--- config.mk ---
export PLATFORM = sky130hd
export DESIGN_NAME = pc_branch_ctrl_flat
export DESIGN_NICKNAME = d
export VERILOG_FILES = /design/src/rtl/pc_branch_ctrl_if.sv /design/src/rtl/pc_branch_ctrl.sv /design/src/flat_wrapper.sv
export SDC_FILE = /design/constraint.sdc
export NUM_CORES = 1
export LEC_CHECK = 0
export CAP_MARGIN = 5
export CORE_MARGIN = 5
export CORE_UTILIZATION = 48
export CTS_CLUSTER_DIAMETER = 100
export CTS_CLUSTER_SIZE = 40
export DETAILED_ROUTE_END_ITERATION = 8
export PLACE_DENSITY = 0.88
export SLEW_MARGIN = 20
export SYNTH_ARGS = -nofsm -noshare
export SYNTH_HDL_FRONTEND = slang
export SYNTH_SLANG_ARGS = --single-unit
--- constraint.sdc ---
create_clock -name clk -period 2.45 [get_ports clk]
set_input_delay 0.3675 -clock clk [delete_from_list [all_inputs] [get_ports clk]]
set_output_delay 0.3675 -clock clk [all_outputs]
set_load 0.02 [all_outputs]
--- src/rtl/pc_branch_ctrl_if.sv ---
// ----------------------------------------------------------------------------
// pc_branch_ctrl_if
// Purpose : Bundles the branch-decode inputs and fetch-side outputs of the
//           PC / branch controller so one handle connects the pipeline to it.
// Signals :
//   stall      - hold request from the hazard unit
//   br_valid   - conditional branch present in decode this cycle
//   br_is_bne  - 1 = BNE, 0 = BEQ
//   bne_flag   - operand inequality from the not-equal comparator
//   br_pc      - byte address of the branch instruction
//   br_offset  - signed word offset from the immediate
//   pc         - registered fetch address
//   redirect   - one-cycle pulse after pc was loaded with a branch target
//   flush      - squash the wrong-path instruction in IF/ID
//   taken_cnt  - saturating count of taken branches
// Modports: master drives the decode side, slave is the controller itself.
// ----------------------------------------------------------------------------
interface pc_branch_ctrl_if;
    logic        stall;
    logic        br_valid;
    logic        br_is_bne;
    logic        bne_flag;
    logic [15:0] br_pc;
    logic [15:0] br_offset;
    logic [15:0] pc;
    logic        redirect;
    logic        flush;
    logic [7:0]  taken_cnt;

    modport master (
        output stall, br_valid, br_is_bne, bne_flag, br_pc, br_offset,
        input  pc, redirect, flush, taken_cnt
    );

    modport slave (
        input  stall, br_valid, br_is_bne, bne_flag, br_pc, br_offset,
        output pc, redirect, flush, taken_cnt
    );
endinterface

--- src/rtl/pc_branch_ctrl.sv ---
// ----------------------------------------------------------------------------
// pc_branch_ctrl
// Purpose : Holds the fetch PC, resolves BEQ/BNE branches in decode and
//           redirects fetch with a single-cycle latency. The instruction
//           fetched right behind a taken branch is on the wrong path, so the
//           controller spends one SHADOW cycle in which branches are ignored
//           while that slot is squashed.
// Ports   :
//   clk     - single clock, rising edge
//   rst     - asynchronous active-high reset
//   bus     - pc_branch_ctrl_if.slave (decode inputs, pc/redirect/flush/count)
// ----------------------------------------------------------------------------
module pc_branch_ctrl (
    input  logic            clk,
    input  logic            rst,
    pc_branch_ctrl_if.slave bus
);

    typedef enum logic {
        RUN    = 1'b0,
        SHADOW = 1'b1
    } ctrlState_t;

    ctrlState_t  state_q, state_d;
    logic [15:0] pc_q, pc_d;
    logic [7:0]  takenCnt_q, takenCnt_d;
    logic        redirect_q, redirect_d;
    logic        flush_q, flush_d;

    logic        branchTaken;
    logic [15:0] branchTarget;
    logic [15:0] pcPlusTwo;

    // Branch resolution: BNE is taken on inequality, BEQ on equality. The
    // word offset is doubled into a byte offset relative to the next
    // instruction; everything wraps modulo 2^16.
    always_comb begin
        branchTaken  = bus.br_valid & (bus.br_is_bne ? bus.bne_flag : ~bus.bne_flag);
        branchTarget = bus.br_pc + 16'd2 + {bus.br_offset[14:0], 1'b0};
        pcPlusTwo    = pc_q + 16'd2;
    end

    // Next-state logic. A stall freezes everything and drops the redirect
    // and flush pulses. Outside a stall, RUN either fetches sequentially or
    // jumps to the branch target and enters SHADOW; SHADOW always fetches
    // sequentially and returns to RUN, ignoring whatever sits in decode.
    always_comb begin
        state_d    = state_q;
        pc_d       = pc_q;
        takenCnt_d = takenCnt_q;
        redirect_d = 1'b0;
        flush_d    = 1'b0;

        if (!bus.stall) begin
            unique case (state_q)
                RUN: begin
                    if (branchTaken) begin
                        pc_d       = branchTarget;
                        state_d    = SHADOW;
                        redirect_d = 1'b1;
                        flush_d    = 1'b1;
                        if (takenCnt_q != 8'hFF) begin
                            takenCnt_d = takenCnt_q + 8'd1;
                        end
                    end else begin
                        pc_d = pcPlusTwo;
                    end
                end
                SHADOW: begin
                    pc_d    = pcPlusTwo;
                    state_d = RUN;
                end
                default: begin
                    state_d = RUN;
                end
            endcase
        end
    end

    // State register. Reset is asynchronous so a reset arriving mid-SHADOW
    // clears the outputs immediately and abandons the shadow slot.
    always_ff @(posedge clk or posedge rst) begin
        if (rst) begin
            state_q    <= RUN;
            pc_q       <= 16'h0000;
            takenCnt_q <= 8'h00;
            redirect_q <= 1'b0;
            flush_q    <= 1'b0;
        end else begin
            state_q    <= state_d;
            pc_q       <= pc_d;
            takenCnt_q <= takenCnt_d;
            redirect_q <= redirect_d;
            flush_q    <= flush_d;
        end
    end

    // All outputs come straight from registers.
    assign bus.pc        = pc_q;
    assign bus.redirect  = redirect_q;
    assign bus.flush     = flush_q;
    assign bus.taken_cnt = takenCnt_q;

endmodule
--- src/flat_wrapper.sv ---
// flat-port wrapper written by rule: the top's interface ports become plain ports
module pc_branch_ctrl_flat 
  (clk, rst, bus_stall, bus_br_valid, bus_br_is_bne, bus_bne_flag, bus_br_pc, bus_br_offset, bus_pc, bus_redirect, bus_flush, bus_taken_cnt);
  pc_branch_ctrl_if bus_i ();
  input  logic clk;
  input  logic rst;
  input wire logic [$bits(bus_i.stall)-1:0] bus_stall;
  input wire logic [$bits(bus_i.br_valid)-1:0] bus_br_valid;
  input wire logic [$bits(bus_i.br_is_bne)-1:0] bus_br_is_bne;
  input wire logic [$bits(bus_i.bne_flag)-1:0] bus_bne_flag;
  input wire logic [$bits(bus_i.br_pc)-1:0] bus_br_pc;
  input wire logic [$bits(bus_i.br_offset)-1:0] bus_br_offset;
  output wire logic [$bits(bus_i.pc)-1:0] bus_pc;
  output wire logic [$bits(bus_i.redirect)-1:0] bus_redirect;
  output wire logic [$bits(bus_i.flush)-1:0] bus_flush;
  output wire logic [$bits(bus_i.taken_cnt)-1:0] bus_taken_cnt;
  assign bus_i.stall = bus_stall;
  assign bus_i.br_valid = bus_br_valid;
  assign bus_i.br_is_bne = bus_br_is_bne;
  assign bus_i.bne_flag = bus_bne_flag;
  assign bus_i.br_pc = bus_br_pc;
  assign bus_i.br_offset = bus_br_offset;
  assign bus_pc = bus_i.pc;
  assign bus_redirect = bus_i.redirect;
  assign bus_flush = bus_i.flush;
  assign bus_taken_cnt = bus_i.taken_cnt;
  pc_branch_ctrl u_core (.clk(clk), .rst(rst), .bus(bus_i));
endmodule
==> results of run 1 <==
==> final timing paths <==
path / endpoint / start / slack (ns) / cells past startpoint
min in group clk: u_core.state_q$_DFFE_PP0N_ / u_core.state_q$_DFFE_PP0N_ / 0.48 / 1
worst max register to register: u_core.bus.pc[15]$_DFFE_PP0N_ / u_core.bus.pc[1]$_DFFE_PP0N_ / 0.42 / 6
worst min-delay path: u_core.bus.taken_cnt[2]$_DFFE_PP0P_ / rst / 0.44 / 3
max in group asynchronous: u_core.bus.pc[11]$_DFFE_PP0N_ / rst / 1.76 / 3
worst max-delay path: u_core.bus.pc[13]$_DFFE_PP0N_ / bus_br_offset[11] / 0.07 / 10
worst min register to register: u_core.state_q$_DFFE_PP0N_ / u_core.state_q$_DFFE_PP0N_ / 0.48 / 1
==> state kept, by name (all words and copies together), names as in the netlist <==
| signal | flops |
|---|---|
| u_core.state_q | 1 |
| u_core.bus.pc | 16 |
| u_core.bus.taken_cnt | 8 |
| u_core.bus.redirect | 1 |
==> critical path, cell delays in order <==
cell and delay (ns):
clkdlybuf4s50_1 0.51, ha_4 0.22, ha_4 0.27, buf_4 0.12, nand2_1 0.06, o21ai_0 0.33
buf_4 0.18, o21bai_1 0.05, o311a_1 0.13, a221oi_1 0.30
==> stage by stage <==
step                worst slack (ns)  std cells  power [mW]  hold WS, ns
floorplan                     0.0107        238        1.36        0.408
finish                        0.0704        385        2.31        0.443
global placement              -0.458        380        1.87        0.454
global route                 -0.0194        385        2.45        0.476
CTS                         0.000900        385        2.26        0.455
detailed placement            -0.504        380        1.92        0.463
==> layer usage <==
layer | up-vias | wire length [µm]
met5 | - | 0
met4 | 0 | 248
met3 | 25 | 502
met2 | 142 | 3460
met1 | 1134 | 2510
li1 | 1105 | -
==> cell type report <==
class / count / area [µm²] / share of cell area [%]
multi-input cells: 194 / 1700 / 49.9
repair buffers: 100 / 906 / 26.6
flip-flops and latches: 26 / 651 / 19.1
well taps: 52 / 65.1 / 1.91
clock buffers: 4 / 55.1 / 1.61
inverters: 9 / 33.8 / 0.990
==> cells in the mapped netlist, drive strengths merged, types with 2 or more instances <==
cell	instances	share of area (%)
nor4	3	0.85
nand3	10	2.3
a211oi	3	1.3
a21o	4	1.4
dfrtp	26	30
clkbuf	6	1.0
and3	4	1.1
a221o	4	1.8
o22ai	3	0.85
nand2	19	3.2
xor2	7	2.8
a31oi	4	1.1
o21a	3	1.0
nor3	5	1.1
xnor2	12	4.8
o21ai	7	1.6
a21oi	17	4.4
and4	4	1.6
mux2	4	2.0
nor2	15	2.6
o22a	2	0.80
a221oi	3	1.2
ha	29	16
o41ai	2	0.80
inv	9	1.5
nand4	10	2.8
buf	3	0.74
o211ai	2	0.68
==> power groups by stage <==
stage | Clock, mW | Combinational, mW | Sequential [mW]
after detailed placement | 0 | 1.17 | 0.753
after floorplan | 0 | 0.487 | 0.869
after CTS | 0.278 | 1.24 | 0.746
final | 0.283 | 1.28 | 0.753
after global placement | 0 | 1.13 | 0.743
after global routing | 0.304 | 1.37 | 0.778
==> cells by family after synthesis <==
group                      Yosys count
DFF                                 26
AOI/OAI and AO/OA                   64
muxes                                5
adders and majority gates           30
buffers and inverters               18
and+or+nand+nor                     76
xor gates and xnor gates            19
==> repair_timing <==
action,CTS,global route
pin swaps,18,8
buffers inserted,1,0
gates cloned,0,0
endpoints found under the setup margin,5,4
resized for setup,31,9
==> out/qor.csv, run 1 <==
metric;value;unit
drv_cap;0;
wire_per_inst;17.4;µm
row_count;24;
min_period_over_period;97.1;%
cts_buffers;3;
cp.required;2.62;ns
drive_gt1_share;22.2;%
drt-total-wl;6720;µm
clock_latency;0.28;ns
netlist-cell-type-count;50;
max_clock_freq;0.420;GHz
leakage;1.48;nW
die_width;77.7;µm
start_kind;primary input;
grt.busiest_layer;met2;
final_area;3410;µm²
io_pins;64;
crit_type;in -> reg;
grt_use_total;20.6;%
path_clk_slew;0.09;ns
cts.sinks;26;
syn_inst;238;
root_buffer;clkbuf_8;
vias;2406;
die_height;77.7;µm
gr-usage-met2;37.1;%
port_buffers;62;
setup_viol;0;
grt_use_met1;24.3;%
grt_max_degree;27;
start_util;49.9;%
clk_path_buf_depth;2;
synth_top_family_by_area;compound AO/OA/AOI/OAI gates;
dpl_cell_area;3130;µm²
cellPowerDensity;678;nW/µm²
ys_seq_area_share;29.6;%
worstHoldPathType;in -> async;
clock_skew;0.00733;ns
synthAdderAreaFrac;17.4;%
crit_fanout;4;
routed_via_density;6.25;
p_sw;960;µW
async_flop_share;100;%
n_antenna_cell;0;
fill_cells;278;
synthesis.area_per_instance;9.25;µm²
peakVddDrop;0.000274;V
synth_xor_area_share;7.56;%
htree_levels;1;
worstMarginPinSlew;0.387;ns
first_iter_violations;331;
worstSetupEndpointType;flip-flop;
cts_tree;yes;
syn_area;2200;µm²
seqPwrFrac;32.6;%
grt_pass1_wl;10500;µm
layout_common_cells;clkdlybuf4s50_1, buf_4, dfrtp_1;
status;finished clean;
area_growth;55.0;%
clock_power_share;12.2;%
tns;0;ns
slew_viol_final;0;
slew_headroom;74.0;%
globalplace.congestion;0.873;
cts_hold_buffers;0;
dieArea;6040;µm²
synth_warnings;0;
grt_remaining_overflow;0;
first_pass_iters;5;
finalHoldViolCount;0;
synth_mux_area_share;2.50;%
ys_ff_latch;26;
p_sw_share;41.5;%
internal_power;1.35;mW
drc;0;
postLayoutCoreUtil;77.3;%
grt_pass1_vias;2317;
synthFlopType;dfrtp_1;
antenna_found_initial;0;
synthesis.nets;306;
synth-compound-area-share;22.0;%
synthSimpleGateAreaFrac;17.7;%
fin_crit;2.38;ns
p_comb_share;55.2;%
dp_hpwl;4720;µm
synth_edf_count;0;
fin_nets;402;
met3_usage;2.66;%
arrival;2.55;ns
core-area;4410;µm²
antenna_left;0;
mostFrequentLayoutCell;clkdlybuf4s50_1;
Note: power is estimated with default switching activity, not from simulation.
==> run 2: changes to the inputs <==
- CTS_CLUSTER_DIAMETER: 100 -> not set
==> results of run 2 <==
No change in the layout: final DEF, timing and power equal those of run 1.
==> run 3: changes to the inputs <==
==> constraint.sdc (replaced) <==
create_clock -name clk -period 2.45 [get_ports clk]
set_input_delay 0.3675 -clock clk [delete_from_list [all_inputs] [get_ports clk]]
set_output_delay 0.3675 -clock clk [all_outputs]
set_load 0.005 [all_outputs]
==> results of run 3 <==
The final DEF is identical to that of run 1. Status: finished clean.
Main changes from that run: total power 2.31 mW -> 2.16 mW; worst IR drop on VDD 0.000274 V -> 0.000267 V
